==> src/rtl/mag_sched_pkg.sv <==
// Shared widths, state encodings and width helpers for the magnitude request scheduler.
package mag_sched_pkg;

  localparam int unsigned DATA_W_DEF = 8;
  localparam int unsigned NUM_REQ    = 2;

  function automatic int unsigned sum_w_of(input int unsigned dw);
    return 2 * dw + 1;
  endfunction

  function automatic int unsigned root_w_of(input int unsigned dw);
    return dw + 1;
  endfunction

  function automatic int unsigned iter_of(input int unsigned dw);
    return dw + 1;
  endfunction

  localparam int unsigned SUM_W  = sum_w_of(DATA_W_DEF);
  localparam int unsigned ROOT_W = root_w_of(DATA_W_DEF);
  localparam int unsigned ITER   = iter_of(DATA_W_DEF);

  localparam int unsigned ST_W = 2;
  localparam logic [ST_W-1:0] ST_IDLE   = 2'd0;
  localparam logic [ST_W-1:0] ST_SQUARE = 2'd1;
  localparam logic [ST_W-1:0] ST_ROOT   = 2'd2;
  localparam logic [ST_W-1:0] ST_DONE   = 2'd3;

endpackage

==> src/rtl/isqrt_serial.sv <==
// Restoring bit-serial integer square root: one root bit per cycle, MSB first.
module isqrt_serial
  import mag_sched_pkg::*;
#(
  parameter  int unsigned DATA_W = DATA_W_DEF,
  localparam int unsigned SW     = sum_w_of(DATA_W),
  localparam int unsigned RW     = root_w_of(DATA_W),
  localparam int unsigned IT     = iter_of(DATA_W)
) (
  input  logic          clk,
  input  logic          rst_n,
  input  logic          start,
  input  logic [SW-1:0] radicand,
  output logic          done,
  output logic [RW-1:0] root
);

  localparam int unsigned RAD_W = 2 * IT;
  localparam int unsigned REM_W = RW + 3;
  localparam int unsigned CNT_W = $clog2(IT);

  logic             run_q;
  logic [CNT_W-1:0] cnt_q;
  logic [RAD_W-1:0] rad_q;
  logic [REM_W-1:0] rem_q;
  logic [RW-1:0]    root_q;

  logic [REM_W-1:0] rem_sh_c;
  logic [REM_W-1:0] trial_c;
  logic [REM_W-1:0] rem_d;
  logic [RW-1:0]    root_d;
  logic             fit_c;

  // One restoring step: bring down two radicand bits, try subtracting 4*root+1.
  always_comb begin
    rem_sh_c = (rem_q << 2) | REM_W'(rad_q[RAD_W-1 -: 2]);
    trial_c  = (REM_W'(root_q) << 2) | REM_W'(1);
    fit_c    = (rem_sh_c >= trial_c);
    rem_d    = fit_c ? (rem_sh_c - trial_c) : rem_sh_c;
    root_d   = (root_q << 1) | RW'(fit_c);
  end

  // The final step's root is presented the same cycle done is high.
  assign done = run_q && (cnt_q == '0);
  assign root = root_d;

  // Load radicand on start, then iterate IT times counting down to zero.
  always_ff @(posedge clk or negedge rst_n) begin
    if (!rst_n) begin
      run_q  <= 1'b0;
      cnt_q  <= '0;
      rad_q  <= '0;
      rem_q  <= '0;
      root_q <= '0;
    end else if (start) begin
      run_q  <= 1'b1;
      cnt_q  <= CNT_W'(IT - 1);
      rad_q  <= RAD_W'(radicand);
      rem_q  <= '0;
      root_q <= '0;
    end else if (run_q) begin
      rad_q  <= rad_q << 2;
      rem_q  <= rem_d;
      root_q <= root_d;
      if (cnt_q == '0) begin
        run_q <= 1'b0;
      end else begin
        cnt_q <= cnt_q - CNT_W'(1);
      end
    end
  end

endmodule

==> src/rtl/mag_req_scheduler.sv <==
// Round-robin front end sharing one floor(sqrt(x^2+y^2)) datapath between two requesters.
module mag_req_scheduler
  import mag_sched_pkg::*;
#(
  parameter  int unsigned DATA_W = DATA_W_DEF,
  localparam int unsigned SW     = sum_w_of(DATA_W),
  localparam int unsigned RW     = root_w_of(DATA_W)
) (
  input  logic                      clk,
  input  logic                      rst_n,
  input  logic [NUM_REQ-1:0]        req_valid,
  output logic [NUM_REQ-1:0]        req_ready,
  input  logic [NUM_REQ*DATA_W-1:0] req_x,
  input  logic [NUM_REQ*DATA_W-1:0] req_y,
  output logic                      rsp_valid,
  input  logic                      rsp_ready,
  output logic                      rsp_id,
  output logic [RW-1:0]             rsp_root,
  output logic                      busy
);

  logic [ST_W-1:0]   state_q;
  logic [ST_W-1:0]   state_d;
  logic              last_q;
  logic              id_q;
  logic [DATA_W-1:0] x_q;
  logic [DATA_W-1:0] y_q;

  logic              grant_c;
  logic              acc_c;
  logic [DATA_W-1:0] x_c;
  logic [DATA_W-1:0] y_c;
  logic [SW-1:0]     sum_c;
  logic              sq_start_c;
  logic              sq_done;
  logic [RW-1:0]     sq_root;

  // Arbitration: under contention favour the requester not granted last.
  always_comb begin
    grant_c   = 1'b0;
    req_ready = '0;
    if (req_valid[0] && req_valid[1]) begin
      grant_c = ~last_q;
    end else begin
      grant_c = req_valid[1];
    end
    if (state_q == ST_IDLE && req_valid[grant_c]) begin
      req_ready[grant_c] = 1'b1;
    end
    acc_c = |req_ready;
    x_c   = grant_c ? req_x[2*DATA_W-1:DATA_W] : req_x[DATA_W-1:0];
    y_c   = grant_c ? req_y[2*DATA_W-1:DATA_W] : req_y[DATA_W-1:0];
  end

  // Full-width sum of squares; captured by the root unit as its radicand.
  always_comb begin
    sum_c      = SW'(x_q) * SW'(x_q) + SW'(y_q) * SW'(y_q);
    sq_start_c = (state_q == ST_SQUARE);
  end

  // Next-state logic.
  always_comb begin
    state_d = state_q;
    case (state_q)
      ST_IDLE:   if (acc_c)     state_d = ST_SQUARE;
      ST_SQUARE:                state_d = ST_ROOT;
      ST_ROOT:   if (sq_done)   state_d = ST_DONE;
      ST_DONE:   if (rsp_ready) state_d = ST_IDLE;
      default:                  state_d = ST_IDLE;
    endcase
  end

  // State register.
  always_ff @(posedge clk or negedge rst_n) begin
    if (!rst_n) begin
      state_q <= ST_IDLE;
    end else begin
      state_q <= state_d;
    end
  end

  // Operand latch, RR pointer and registered response channel.
  always_ff @(posedge clk or negedge rst_n) begin
    if (!rst_n) begin
      last_q    <= 1'b1;
      id_q      <= 1'b0;
      x_q       <= '0;
      y_q       <= '0;
      rsp_valid <= 1'b0;
      rsp_id    <= 1'b0;
      rsp_root  <= '0;
      busy      <= 1'b0;
    end else begin
      busy <= (state_d != ST_IDLE);
      if (acc_c) begin
        x_q    <= x_c;
        y_q    <= y_c;
        id_q   <= grant_c;
        last_q <= grant_c;
      end
      if (state_q == ST_ROOT && sq_done) begin
        rsp_valid <= 1'b1;
        rsp_root  <= sq_root;
        rsp_id    <= id_q;
      end else if (state_q == ST_DONE && rsp_ready) begin
        rsp_valid <= 1'b0;
      end
    end
  end

  isqrt_serial #(.DATA_W(DATA_W)) u_isqrt (
    .clk      (clk),
    .rst_n    (rst_n),
    .start    (sq_start_c),
    .radicand (sum_c),
    .done     (sq_done),
    .root     (sq_root)
  );

endmodule

==> config.mk <==
export PLATFORM = sky130hd
export DESIGN_NAME = mag_req_scheduler
export DESIGN_NICKNAME = d
export VERILOG_FILES = /design/src/rtl/mag_sched_pkg.sv /design/src/rtl/isqrt_serial.sv /design/src/rtl/mag_req_scheduler.sv
export SDC_FILE = /design/constraint.sdc
export NUM_CORES = 1
export LEC_CHECK = 0
export BUFFER_PORTS_ARGS = -buffer_cell sky130_fd_sc_hd__buf_4
export CORE_UTILIZATION = 29
export CTS_BUF_LIST = sky130_fd_sc_hd__clkbuf_4
export DETAILED_ROUTE_END_ITERATION = 10
export REMOVE_ABC_BUFFERS = 1
export SLEW_MARGIN = 20
export SYNTH_ARGS = -nofsm -noshare
export SYNTH_HDL_FRONTEND = slang
export SYNTH_SLANG_ARGS = --single-unit
export TNS_END_PERCENT = 20
==> constraint.sdc <==
create_clock -name clk -period 7.6 [get_ports clk]
set_input_delay 0.38 -clock clk [delete_from_list [all_inputs] [get_ports clk]]
set_output_delay 0.38 -clock clk [all_outputs]
set_load 0.1 [all_outputs]
# After elaboration in Yosys (flattened, before gate mapping)
# Index checks and enable logic that the tools add are counted.
# word_totals
regBits	74
inputBits	37
out_inout_bits	14
wordCells	69
# classes
addsub	3
n_mul	2
magnitude_cmp	3
eq_ne	4
muxes	27
bitwise	3
n_reduce_logical	13
# op_table
operator	count
18-bit two-way mux	2
8-bit by 8-bit multiplier with 16-bit output	2
10-bit two-way mux	3
9-bit two-way mux	2
16-bit by 16-bit adder with 17-bit output	1
8-bit two-way mux	2
12-bit by 11-bit greater-or-equal comparator with 1-bit output	1
4-bit two-way mux	3
12-bit by 2-bit OR with 12-bit output	1
10-bit subtractor	1
1-bit two-way mux	9
9-bit by 1-bit OR with 9-bit output	1
2-bit two-way mux	4
2-bit one-hot mux with 4 select lines	1
1-bit logical AND	6
2-bit nonzero test	3
2-bit equality test (second input constant)	2
4-bit logical NOT	1
4-bit by 1-bit subtractor with 4-bit output (second input constant)	1
2-bit by 1-bit equality test with 1-bit output (second input constant)	1
2-bit logical NOT	1
1-bit by 2-bit < comparator with 1-bit output (second input constant)	1
2-bit inequality test (second input constant)	1
2-bit AND reduction	1
4 further kinds	4

# Depth between registers and ports, before layout
# Gate-level depths: netlist of run 1.
# depth
word_depth	11
depth_mapped	21
ltp_nobuf	20

# Modules after synthesis
# Synthesis of run 1 repeated with hierarchy kept, for this count alone.
# hier_totals
hier_cells	752
hier_area_um2	7309.5
# modules_own_cells
module	instances	cells_each	area_each_um2	seq_area_each_um2
mag_req_scheduler	1	482	4765.8	802.0
isqrt_serial	1	270	2543.7	1051.0

# Least setup slack after synthesis of run 1
# Ideal clock, no wire load.
# synth_path
path_type	reg-to-reg
from	register y_q[5]
to	register u_isqrt.rad_q[13]
setup_time_ns	0.137
arrival_ns	5.277
required_time_ns	7.463
path_slack_ns	2.186
path_stages_with_launch	19
path_buffers	1
period_less_slack_ns	5.414
path_cell_list	dfrtp_1 -> clkbuf_1 -> inv_1 -> nor2_1 -> fa_1 -> fa_1 -> fa_1 -> fa_1 -> fa_1 -> inv_1 -> fa_1 -> inv_1 -> ha_1 -> inv_1 -> o22ai_1 -> o41ai_1 -> nor2_1 -> mux2i_1 -> a21oi_1
# synth_between
elab_chain_len	3
# synth_lines
element	line	rtl
start, declared	mag_req_scheduler.sv:27	logic [DATA_W-1:0] y_q;
start signal, assigned	mag_req_scheduler.sv:97	y_q <= y_c;
8-bit by 8-bit multiplier with 16-bit output	mag_req_scheduler.sv:57	sum_c = SW'(x_q) * SW'(x_q) + SW'(y_q) * SW'(y_q);
16-bit by 16-bit adder with 17-bit output	mag_req_scheduler.sv:57	
18-bit two-way mux	isqrt_serial.sv:55	end else if (start) begin
end signal, assigned	isqrt_serial.sv:58	rad_q <= RAD_W'(radicand);
end signal, assigned	isqrt_serial.sv:62	rad_q <= rad_q << 2;
end, declared	isqrt_serial.sv:24	logic [RAD_W-1:0] rad_q;
# No other way between the ends.
# A chain may end at the register's enable or synchronous reset.

# Worst setup path after layout of run 1
# Ends and elaborated chain as after synthesis.

==> qor.txt, run 1 <==
YS warnings: 0
Max FO, Critical Path: 9
R2R Path Start: y_q[5]
H-tree Lvls: 3
Worst-path cell chain: inv_1, nor2_1, fa_1, fa_1, fa_1, fa_1, fa_1, inv_1, fa_1, inv_1, ha_1, inv_1, o22ai_1, o41ai_1, nor2_1, mux2i_1, a21oi_1
Starting Density: 29.6%
Fin crit period: 5800 ps
Clk slew on worst S/H paths: 160 ps
Min-Delay Path Class: in -> reg
DR iter-0 viols: 252
DRC violations left: 0
Max Root-Sink Buffers: 2
Post-synthesis simple-gate area fraction: 13.6%
WL/cell: 13.4 µm
Multiplexer share of the synthesized area: 6.82%
Cells after DPL: 1111
Worst EP required: 7910 ps
Synth Area in Adders: 33.1%
Full die area: 25500 µm²
RePlAce Congestion: 0.804
Num CTS Buffers: 9
Maxcap violations: 0
Total track usage: 12.6%
Post-synth EDFFs: 0
First-pass GRT wire length: 25600 µm
HPWL Detailed: 11600 µm
Total wire length: 15100 µm
Post-CTS resize count: 0
Fin. Hold Viols: 0
P&R area growth vs syn: 11.6%
Number of core rows: 57
Die H: 160 µm
Final period utilization: 76.3%
Vias per cell: 4.57
Layout filler cell count: 2565
Die X: 160 µm
Synthesized-area fraction occupied by xor and xnor cells: 2.67%
CP startpoint: y_q[5]
Core area: 24400 µm²
Critical Path Source Type: register
TritonCTS clock tree: yes
Post-synthesis async set-or-reset flop share: 100%
Outcome: completed
Synth Cell Area: 7210 µm²
Setup TNS: 0 ps
Initial antenna violation count: 1
Clock Skew: 33.4 ps
Rel. slew slack: 38.1%
Port Buf Inserts: 50
CP dominant cell by count: fa_1
Max Transition Viols Final: 0
Final ANT Viol Nets: 0
Crit path largest cell delay: 560 ps
Clock Latency Late Sink: 470 ps
Clock sinks: 74
Fmax achieved: 172 MHz
Largest family of logic cells by synthesized area: adder cells
Tightest Pin Transition: 929 ps
Via Count: 5159
Primary FF master, synth: dfrtp_1
Slowest cell on crit path: o41ai_1
Syn Area/Cell: 9.40 µm²
Fin nets: 982
Commonest non-fill, non-tap cell in the layout: inv_1
Multi-input logic area: 4790 µm²
Mapped Cells: 767
First-pass detailed-route iteration total: 4
Unrepaired setup endpoints after global routing: no
Netlist cell types: 51
Layout Cells excl Fill: 1129
Share of cells above drive strength 1: 11.3%
Sequential cell area: 1850 µm²
Post-CTS Setup Bufs: 0
CP Class: reg -> reg
Hold path startpoint: req_x[4]
Arrival @ worst endpoint: 6120 ps
Number of global-route vias before repair: 5113
Overflow after GRT: 0
Commonest non-fill, non-tap cells in the layout: inv_1, nand2_1, fa_1
Synth Area in Compound Gates: 9.92%
Largest net degree at the start of global routing: 75
Seq cells post-synth: 74
Final setup fails: 0
Root Buffer Master: clkbuf_4
Ports: 51
Post-synthesis sequential area ratio: 25.7%
CP Capture Type: register
## metrics by stage
stage	instance area, µm²	util (%)	hold WS [ps]	setup WS [ps]
after floorplan	7070	-	84.4	2240
after CTS	8010	32.8	69.7	1780
after global routing	8050	33.0	185	1480
after detailed placement	7900	32.4	471	1860
final	8050	33.0	198	1800
after global placement	7900	32.4	463	2000
## cell type report
type                    count  share of cell area (%)
inverters                 121                    5.64
flip-flops and latches     74                    23.0
multi-input cells         539                    59.6
repair buffers             55                    5.30
clock buffers               9                   0.840
clock inverters             6                   0.529
well taps                 324                    5.04
diodes                      1                  0.0311
## layer usage
layer | GRT usage [%] | routed length [µm]
met5 | 0 | 0
met2 | 21.4 | 7490
met3 | 1.53 | 349
met4 | 3.28 | 154
met1 | 16.8 | 7150
## state kept, by name, summed over array words and instances (netlist names), 2 cells and up
signal,flops
y_q,8
x_q,8
u_isqrt.cnt_q,4
u_isqrt.rem_q,10
state_q,2
u_isqrt.rad_q,18
u_isqrt.root_q,9
rsp_root,9
## critical path: cells and delay by family, from the launching register on
| family | cells | cell delay, ps |
|---|---|---|
| AOI/OAI and AO/OA | 3 | 760 |
| buffers and inverters | 4 | 360 |
| and+or+nand+nor | 2 | 330 |
| adders and majority gates | 7 | 3460 |
| DFF | 1 | 540 |
| muxes | 1 | 180 |
## cell usage after synthesis, drive strengths merged (3+ instances only)
library cell	count	share of area (%)
inv	121	6.3
xnor2	16	1.9
or3	3	0.26
o21a	5	0.52
mux2i	39	5.4
nor3	4	0.35
a21o	5	0.52
a211oi	7	0.80
dfrtp	73	25
fa	76	21
nor2b	12	1.0
mux2	9	1.4
or2	3	0.26
nor2	41	2.1
buf	10	0.75
nand4	4	0.35
and2	35	3.0
o311ai	3	0.36
a21oi	28	1.9
nand2b	3	0.26
ha	69	12
clkbuf	23	1.2
a31oi	9	0.78
nand2	79	4.1
xor2	6	0.73
o21ai	45	3.1
nand3	10	0.69
and3	7	0.61
## final timing paths
kind	end	slack (ps)	cells past startpoint
setup / recovery	u_isqrt.rad_q[13]	1800	17
hold / removal	x_q[4]	200	3
setup reg to reg	u_isqrt.rad_q[13]	1800	17
hold reg to reg	last_q	490	2
max in group asynchronous	y_q[1]	6570	2
min in group asynchronous	y_q[7]	500	2
## cells by family (layout without fill, tap and decap cells)
family	after synthesis	in the layout
other cells	0	1
fa+ha+maj	145	145
compound gates	118	118
flops	74	74
xor+xnor	22	22
mux	48	48
simple gates	206	206
buf+inv	154	191
## what timing repair did
action / 4_1_cts / 5_1_grt
hold buffers: 0 / 1
endpoints found under the hold margin: 0 / 33
setup endpoints to repair: 0 / 0
Power of run 1 is not shown: default switching activity piles up to over one toggle a cycle in this logic, so the estimate is an artifact.
==> inputs of run 2 (changes only) <==
Clock period 7.6 ns to 5.3 ns, I/O delays scaled along.
==> qor.txt, run 2 (same netlist as run 1, synthesis figures left out) <==
Outcome: completed
CP Capture Type: register
Tightest Pin Transition: 988 ps (+59.1 ps)
Overflow after GRT: 0 (unchanged)
Slowest cell on crit path: fa_1
Commonest non-fill, non-tap cells in the layout: inv_1, buf_4, nand2_1
Hold Path Depth: 3 (unchanged)
Final WS setup: 111 ps (-1690 ps)
Maxcap violations: 0 (unchanged)
R2R depth: 18 (+1)
Rel. slew slack: 34.1% (-3.9 points)
Delay-heaviest family, CP: adder cells
Root Buffer Master: clkbuf_4
Ports: 51 (unchanged)
Port Buf Inserts: 50 (unchanged)
WP buf/inv: 4 (unchanged)
Clk slew on worst S/H paths: 140 ps (-20 ps)
Total wire length: 16200 µm (+6.7%)
Number of global-route vias before repair: 5395 (+5.5%)
Vias per cell: 4.57 (about the same)
Commonest non-fill, non-tap cell in the layout: inv_1
Worst-path cell chain: buf_4, nand2_2, fa_2, fa_1, inv_1, fa_1, fa_1, fa_1, inv_1, fa_1, inv_1, ha_4, a21oi_4, nand2_1, a31o_4, a311o_1, xnor2_1, a21oi_1
RePlAce Congestion: 0.868 (+8.0%)
Clock sinks: 74 (unchanged)
Max Transition Viols Final: 0 (unchanged)
P&R area growth vs syn: 21.0%
Worst EP required: 5640 ps (-2270 ps)
Via Count: 5382 (+4.3%)
Fin crit period: 5190 ps (-613 ps)
Clock Skew: 19.4 ps (-14.0 ps)
First-pass detailed-route iteration total: 5 (+1)
WP depth: 18 (+1)
DR iter-0 viols: 236 (-6.3%)
CP Class: reg -> reg
Max FO, Critical Path: 5 (-4)
Final setup fails: 0 (unchanged)
Fin. Hold Viols: 0 (unchanged)
Critical Path Source Type: register
Number of flip-flops under the largest register name: 18 (unchanged)
Reg with most FFs: u_isqrt.rad_q
Clock Latency Late Sink: 450 ps (-20 ps)
Final period utilization: 97.9% (+22 points)
Pre-CTS setup slack: -60.4 ps (-1920 ps)
Initial antenna violation count: 1 (unchanged)
Die X: 160 µm (unchanged)
Unrepaired setup endpoints after global routing: yes
Total track usage: 13.2% (+0.59 points)
HPWL Detailed: 12600 µm (+8.6%)
DRC violations left: 0 (unchanged)
First-pass GRT wire length: 26800 µm (+4.9%)
Final ANT Viol Nets: 0 (unchanged)
Arrival @ worst endpoint: 5530 ps (-590 ps)
Largest regs: u_isqrt.rad_q: 18 flops, u_isqrt.rem_q: 10 flops
WL/cell: 13.7 µm (+2.3%)
TritonCTS clock tree: yes
H-tree Lvls: 3 (unchanged)
Max Root-Sink Buffers: 2 (unchanged)
Fmax achieved: 193 MHz (+12%)
Crit path largest cell delay: 540 ps (-20 ps)
Starting Density: 29.6% (unchanged)
Largest net degree at the start of global routing: 75 (unchanged)
Core area: 24400 µm² (unchanged)
CP dominant cell by count: fa_1
Share of cells above drive strength 1: 21.5% (+10 points)
Number of core rows: 57 (unchanged)
Full die area: 25500 µm² (unchanged)
Num CTS Buffers: 9 (unchanged)
Die H: 160 µm (unchanged)
Min-Delay Path Class: in -> reg
Fin nets: 1030 (+4.9%)
Layout filler cell count: 2492 (-2.8%)
[run 2: cell count changes in the layout (fill, tap and decap cells not counted), moves of 5 or more]
cell,change
fa_2,+5
ha_4,+8
and2_1,-6
buf_4,+47
and2_4,+6
ha_1,-8
fa_1,-5
a21oi_1,-5
[run 2: timing repair]
| item | in CTS | in global routing |
|---|---|---|
| endpoints found under the setup margin | 5 | 9 |
| hold buffers | 1 | 0 |
| gates cloned | 0 | 0 |
| buffers inserted | 0 | 6 |
| resized for setup | 4 | 54 |
| pin swaps | 0 | 36 |
| endpoints found under the hold margin | 73 | 0 |
[run 2: through the flow]
step | hold slack (ps) | TNS, ps | std cells | util, % | cell area (µm²)
finish | 121 | 0 | 1178 | 35.8 | 8720
detailed placement | 462 | -189 | 1154 | 33.7 | 8220
global route | 99.8 | -226 | 1178 | 35.8 | 8720
floorplan | -30.6 | -57.9 | 734 | - | 7070
CTS | 90.6 | -14.1 | 1171 | 34.5 | 8420
global placement | 464 | -4.46 | 1154 | 33.7 | 8220
[run 2: layer usage]
layer  GRT usage, %  routed length [µm]  part of all wire, %  vias up
met5              0                   0                    0        -
met2           21.5                7770                   48       74
met3           1.77                 349                  2.2       13
met1           18.2                7850                   49     2649
met4           3.72                 195                  1.2        0
li1               -                   -                    -     2646
[run 2: worst reg2reg max path, stage by stage, from the launching register on]
cell and delay, ps:
dfrtp_2 420, buf_4 160, nand2_2 80, fa_2 460, fa_1 540, inv_1 50, fa_1 470, fa_1 490
fa_1 490, inv_1 50, fa_1 520, inv_1 60, ha_4 240, a21oi_4 180, nand2_1 90, a31o_4 240
a311o_1 300, xnor2_1 170, a21oi_1 80
[run 2: worst paths after layout]
kind / from / to / slack (ps)
worst max-delay path: x_q[4] / u_isqrt.rad_q[12] / 110
worst max register to register: x_q[4] / u_isqrt.rad_q[12] / 110
min in group asynchronous: rst_n / state_q[1] / 500
worst min-delay path: req_y[5] / y_q[5] / 120
max in group asynchronous: rst_n / x_q[4] / 4070
worst min register to register: last_q / last_q / 490
[run 2: final cells by class]
| cell class | count | area (µm²) | share of cell area, % |
|---|---|---|---|
| diodes | 1 | 2.50 | 0.0287 |
| clock buffers | 9 | 67.6 | 0.774 |
| clock inverters | 7 | 98.8 | 1.13 |
| inverters | 121 | 454 | 5.21 |
| multi-input cells | 539 | 5050 | 57.9 |
| flip-flops and latches | 74 | 1860 | 21.3 |
| well taps | 324 | 405 | 4.65 |
| repair buffers | 103 | 787 | 9.02 |
Power of run 2 is left out for the same reason.
